## config.mk

```make
export PLATFORM = sky130hd
export DESIGN_NAME = mem_access
export DESIGN_NICKNAME = d
export VERILOG_FILES = /design/src/rtl/mem_access.sv
export SDC_FILE = /design/constraint.sdc
export NUM_CORES = 2
export LEC_CHECK = 0
export CORE_ASPECT_RATIO = 0.75
export CORE_MARGIN = 8
export CORE_UTILIZATION = 39
export CTS_CLUSTER_DIAMETER = 120
export DETAILED_ROUTE_END_ITERATION = 6
export PLACE_DENSITY = 0.52
export SLEW_MARGIN = 20
export SYNTH_ARGS = -nofsm -noshare
export SYNTH_HDL_FRONTEND = slang
export SYNTH_SLANG_ARGS = --single-unit
```

## constraint.sdc

```tcl
create_clock -name clock -period 5.2 [get_ports clock]
set_clock_uncertainty 0.2 [all_clocks]
set_input_delay 0.78 -clock clock [delete_from_list [all_inputs] [get_ports clock]]
set_output_delay 0.78 -clock clock [all_outputs]
set_load 0.05 [all_outputs]
```

## src/rtl/mem_access.sv

```systemverilog
// Second memory sub-stage plus MEM/WB register: word-addressed data memory, 1-cycle registered result.
// A post-reset sweep zeroes every word while busy=1; stall holds the register, flush squashes it.
module mem_access #(
  parameter int ADDR_W = 7,
  parameter int DATA_W = 32,
  parameter int DEPTH  = 128
) (
  input  logic              clock,
  input  logic              reset,
  input  logic [ADDR_W-1:0] addr_in,
  input  logic              wre_in,
  input  logic              rde_in,
  input  logic [DATA_W-1:0] wdata_in,
  input  logic [DATA_W-1:0] alu_in,
  input  logic [4:0]        rd_in,
  input  logic              regwrite_in,
  input  logic              memtoreg_in,
  input  logic              valid_in,
  input  logic              stall,
  input  logic              flush,
  output logic              busy,
  output logic [DATA_W-1:0] mem_wb_rdata,
  output logic [DATA_W-1:0] mem_wb_alu,
  output logic [4:0]        mem_wb_rd,
  output logic              mem_wb_regwrite,
  output logic              mem_wb_memtoreg,
  output logic              mem_wb_valid
);

  typedef enum logic {CLEAR, RUN} state_t;

  typedef struct packed {
    logic [DATA_W-1:0] rdata;
    logic [DATA_W-1:0] alu;
    logic [4:0]        rd;
    logic              regwrite;
    logic              memtoreg;
    logic              valid;
  } wb_t;

  localparam logic [ADDR_W-1:0] LAST_ADDR = ADDR_W'(DEPTH - 1);

  state_t            state, state_nxt;
  logic [ADDR_W-1:0] clr_ptr, clr_ptr_nxt;
  wb_t               wb, wb_nxt, req;

  logic [DATA_W-1:0] mem [DEPTH];
  logic              mem_we;
  logic [ADDR_W-1:0] mem_waddr;
  logic [DATA_W-1:0] mem_wdata;

  // Read sees pre-edge contents, so a store one cycle earlier is already visible.
  always_comb begin
    req          = '0;
    req.rdata    = rde_in ? mem[addr_in] : '0;
    req.alu      = alu_in;
    req.rd       = rd_in;
    req.regwrite = regwrite_in;
    req.memtoreg = memtoreg_in;
    req.valid    = valid_in;
  end

  always_ff @(posedge clock) begin
    if (reset) begin
      state   <= CLEAR;
      clr_ptr <= '0;
      wb      <= '0;
    end else begin
      state   <= state_nxt;
      clr_ptr <= clr_ptr_nxt;
      wb      <= wb_nxt;
    end
  end

  always_comb begin
    state_nxt   = state;
    clr_ptr_nxt = clr_ptr;
    wb_nxt      = wb;
    mem_we      = 1'b0;
    mem_waddr   = addr_in;
    mem_wdata   = wdata_in;
    case (state)
      CLEAR: begin
        wb_nxt      = '0;
        mem_we      = 1'b1;
        mem_waddr   = clr_ptr;
        mem_wdata   = '0;
        clr_ptr_nxt = clr_ptr + 1'b1;
        if (clr_ptr == LAST_ADDR) state_nxt = RUN;
      end
      RUN: begin
        if (flush) begin
          wb_nxt = '0;
        end else if (!stall) begin
          wb_nxt = req;
          // A simultaneous read request suppresses the store.
          mem_we = valid_in && wre_in && !rde_in;
        end
      end
      default: state_nxt = CLEAR;
    endcase
  end

  always_ff @(posedge clock) begin
    if (mem_we && !reset) mem[mem_waddr] <= mem_wdata;
  end

  assign busy            = (state == CLEAR);
  assign mem_wb_rdata    = wb.rdata;
  assign mem_wb_alu      = wb.alu;
  assign mem_wb_rd       = wb.rd;
  assign mem_wb_regwrite = wb.regwrite;
  assign mem_wb_memtoreg = wb.memtoreg;
  assign mem_wb_valid    = wb.valid;

endmodule

```

==> impl_results.md <==
- Syn Area/Cell: 20.9 um^2
- Placer Congestion: ~0.83
- WHS: 0.261 ns
- Die ar.: approximately 0.43 mm^2
- Clk sinks: 4176
- Final WS setup: between 0.8 and 0.9 ns
- Total gr overflow: 0
- CP max-delay cell: nor4_1
- Reg2reg end: mem_wb_rdata[30]
- R2R depth: 6
- Max Slew Vio Count: 0
- Filler cell count: 34.1k
- Final ANT Viol Nets: 0
- Drt wl/cell: ~35 um
- Max-slew headroom: 0.147
- DRC marker count from the first detailed-route iteration: 11.0k
- Via-per-instance ratio: 5.86
- Delay-heaviest family, CP: simple AND/OR/NAND/NOR gates
- Required @ worst endpoint: 5.85 ns
- Unrepaired setup endpoints after global routing: no
- Root Driver: clkbuf_16
- Worst hold start: rd_in[3]
- Count of different cell masters after synthesis: 64
- TritonCTS clock tree: yes
- Leading cell type in the layout, fill and taps excluded: edfxtp_1
- Class of the worst hold path: input port to flop
- Vias in the first global route: 79.9k
- Post-synthesis cell area: approximately 0.16 mm^2
- Nets: just over 8k
- Row count: 203
- #FFs+latches synth: 4176
- CP Cell Sequence: clkdlybuf4s50_1 -> or4b_4 -> or4_1 -> buf_4 -> nor4_1 -> a21oi_1 -> o21ai_0
- FF-to-FF setup slack: 0.89 ns
- Pwr dens: roughly 370 mW/mm^2
- Crit path DAT: 4.98 ns
- Buffers & Inverters on Critical Path: 2
- Depth of the CTS H-tree: 5
- Total wire length: between 400 and 500 mm
- Pwr Total: between 60 and 70 mW
- PostCTS Resize Cnt: 0
- Pre-CTS WS: -0.00386 ns
- Worst VDD drop: 0.000262 V
- Fmax: 231 MHz
- Primary FF master, synth: edfxtp_1
- Synth warnings: 0
- CTS Buf Count: around 410
- First-pass GRT wire length: 662 mm
- Die X: 755 um
- Critical Path Source Type: input port
- Syn Nets: 7741
- IO Port Bufs: 157
- Most frequent cells in the layout: edfxtp_1, mux2i_1, mux4_2
- Mapped Cells: approximately 7.7k
- IO Count: 158
- Register area share after synthesis: 0.780
- Final Util: 0.454
- Status: finished, final reports clean
- Crit Path Class: input port to flop
- TritonRoute pass-1 iters: 7
- Layout area overhead: 16.0%
- CTS Hold Bufs: 0
- All-Layer GR Usage: 0.219
- Final HPWL DP: approximately 290 mm
- Clock Latency Late Sink: 0.96 ns
- Worst-Margin Slew: 1.25 ns
- Crit path largest cell delay: 0.97 ns
- Layout cells sized above 1: 0.229
- Period utilisation layout: 0.833
- Die Y: 570 um
- Worst setup EP type: flop
- Longest Clk Path Bufs: 4
- Number of synthesized flops with an enable pin: around 4.1k
- Lkg Pwr: 62.3 nW
- Core area: 0.408 mm^2
- Post-route DRC: 0
- Post-CTS Setup Inserts: 0
- Max-cap violations: 0
- Initial Util: 0.392
- Reg clk slew, reported paths: 0.06 ns
- Hold path depth: 3
- Tmin final: 4.33 ns
- Final Hold Vio Count: 0
- Initial antenna violation count: 62
- Largest net degree at the start of global routing: 129
- Worst Hold Path EP: mem_wb_rd[3]
- Ys async rst share: 0
- Final Setup Violations: 0
- Worst reg2reg startpoint: state
- Vias: about 82k
- Worst-path maximum fanout: 15
final cells by class:
class | count | area [um^2] | area share
antenna | 22 | 55.1 | 0.000297
clock buffer | 524 | 10900 | 0.0589
clock inverter | 204 | 2080 | 0.0112
inverter | 7 | 26.3 | 0.000142
multi-input combinational | 3024 | 33800 | 0.183
sequential | 4176 | 125000 | 0.673
tap | 5432 | 6800 | 0.0367
timing repair buffer | 608 | 6910 | 0.0373
metrics by stage:
step	cells	area, um^2	setup TNS, ns
after floorplan	7655	160000	0
after global placement	13239	172000	-0.323
after detailed placement	13246	172000	-0.00386
after CTS	13974	185000	0
after global routing	13977	185000	0
final	13997	185000	0
sequential cells by signal, indices dropped and copies added (netlist names), 5 cells and up:
signal / cells
mem: 4096
mem_wb_alu: 32
mem_wb_rdata: 32
clr_ptr: 7
mem_wb_rd: 5
worst min-delay path: stages:
cell,delay [ns]
clkdlybuf4s50_1,0.39
mux2i_1,0.12
nor2_1,0.05
synth_stat cells, drive strengths merged (11+ instances only):
cell type | instances | area [um^2]
edfxtp | 4096 | 123000
mux2i | 694 | 6950
mux4 | 683 | 15400
a22oi | 334 | 2510
buf | 310 | 1960
nor2 | 216 | 811
nand2 | 176 | 661
nand3 | 139 | 696
clkbuf | 138 | 518
a21oi | 133 | 666
o22ai | 118 | 738
a211oi | 107 | 803
dfxtp | 80 | 1600
mux2 | 51 | 574
nor2b | 42 | 263
and2 | 38 | 238
nand4 | 36 | 225
o21ai | 28 | 140
a22o | 25 | 219
a31oi | 20 | 125
a221oi | 19 | 166
a32o | 13 | 130
a41o | 11 | 110
nor4 | 11 | 119
metal layers:
layer,share of wire,global-route usage,vias to the layer above
met3,0.092,0.0472,601
met2,0.43,0.319,3678
met5,0.00018,0,-
met4,0.027,0.0536,14
met1,0.45,0.335,44565
li1,-,-,33207
kinds of logic after synthesis:
family / share of synthesized area
xor gates and xnor gates: 0.000274
AOI/OAI and AO/OA: 0.0391
and+or+nand+nor: 0.0211
muxes: 0.143
buffers and inverters: 0.0157
adders and majority gates: 0.0000783
DFF: 0.780
worst max-delay path by stage:
stage / slack, ns / cells past startpoint / startpoint / end
after floorplan: 0.80 / 11 / addr_in[1] / mem[46][0]
after global routing: 0.87 / 6 / state / mem_wb_rdata[30]
after CTS: 0.96 / 6 / state / mem_wb_rdata[30]
after global placement: -0.21 / 10 / addr_in[0] / mem_wb_rdata[31]
final: 0.87 / 7 / reset / mem_wb_rdata[30]
after detailed placement: -0.004 / 7 / reset / mem_wb_rdata[30]
report_power, final:
part	leakage, nW	internal (mW)	switching, mW
Sequential	41.3	36.4	0.0124
Clock	6.35	16.7	12.6
Combinational	14.7	1.03	1.59
(Power assumes the default switching activity.)
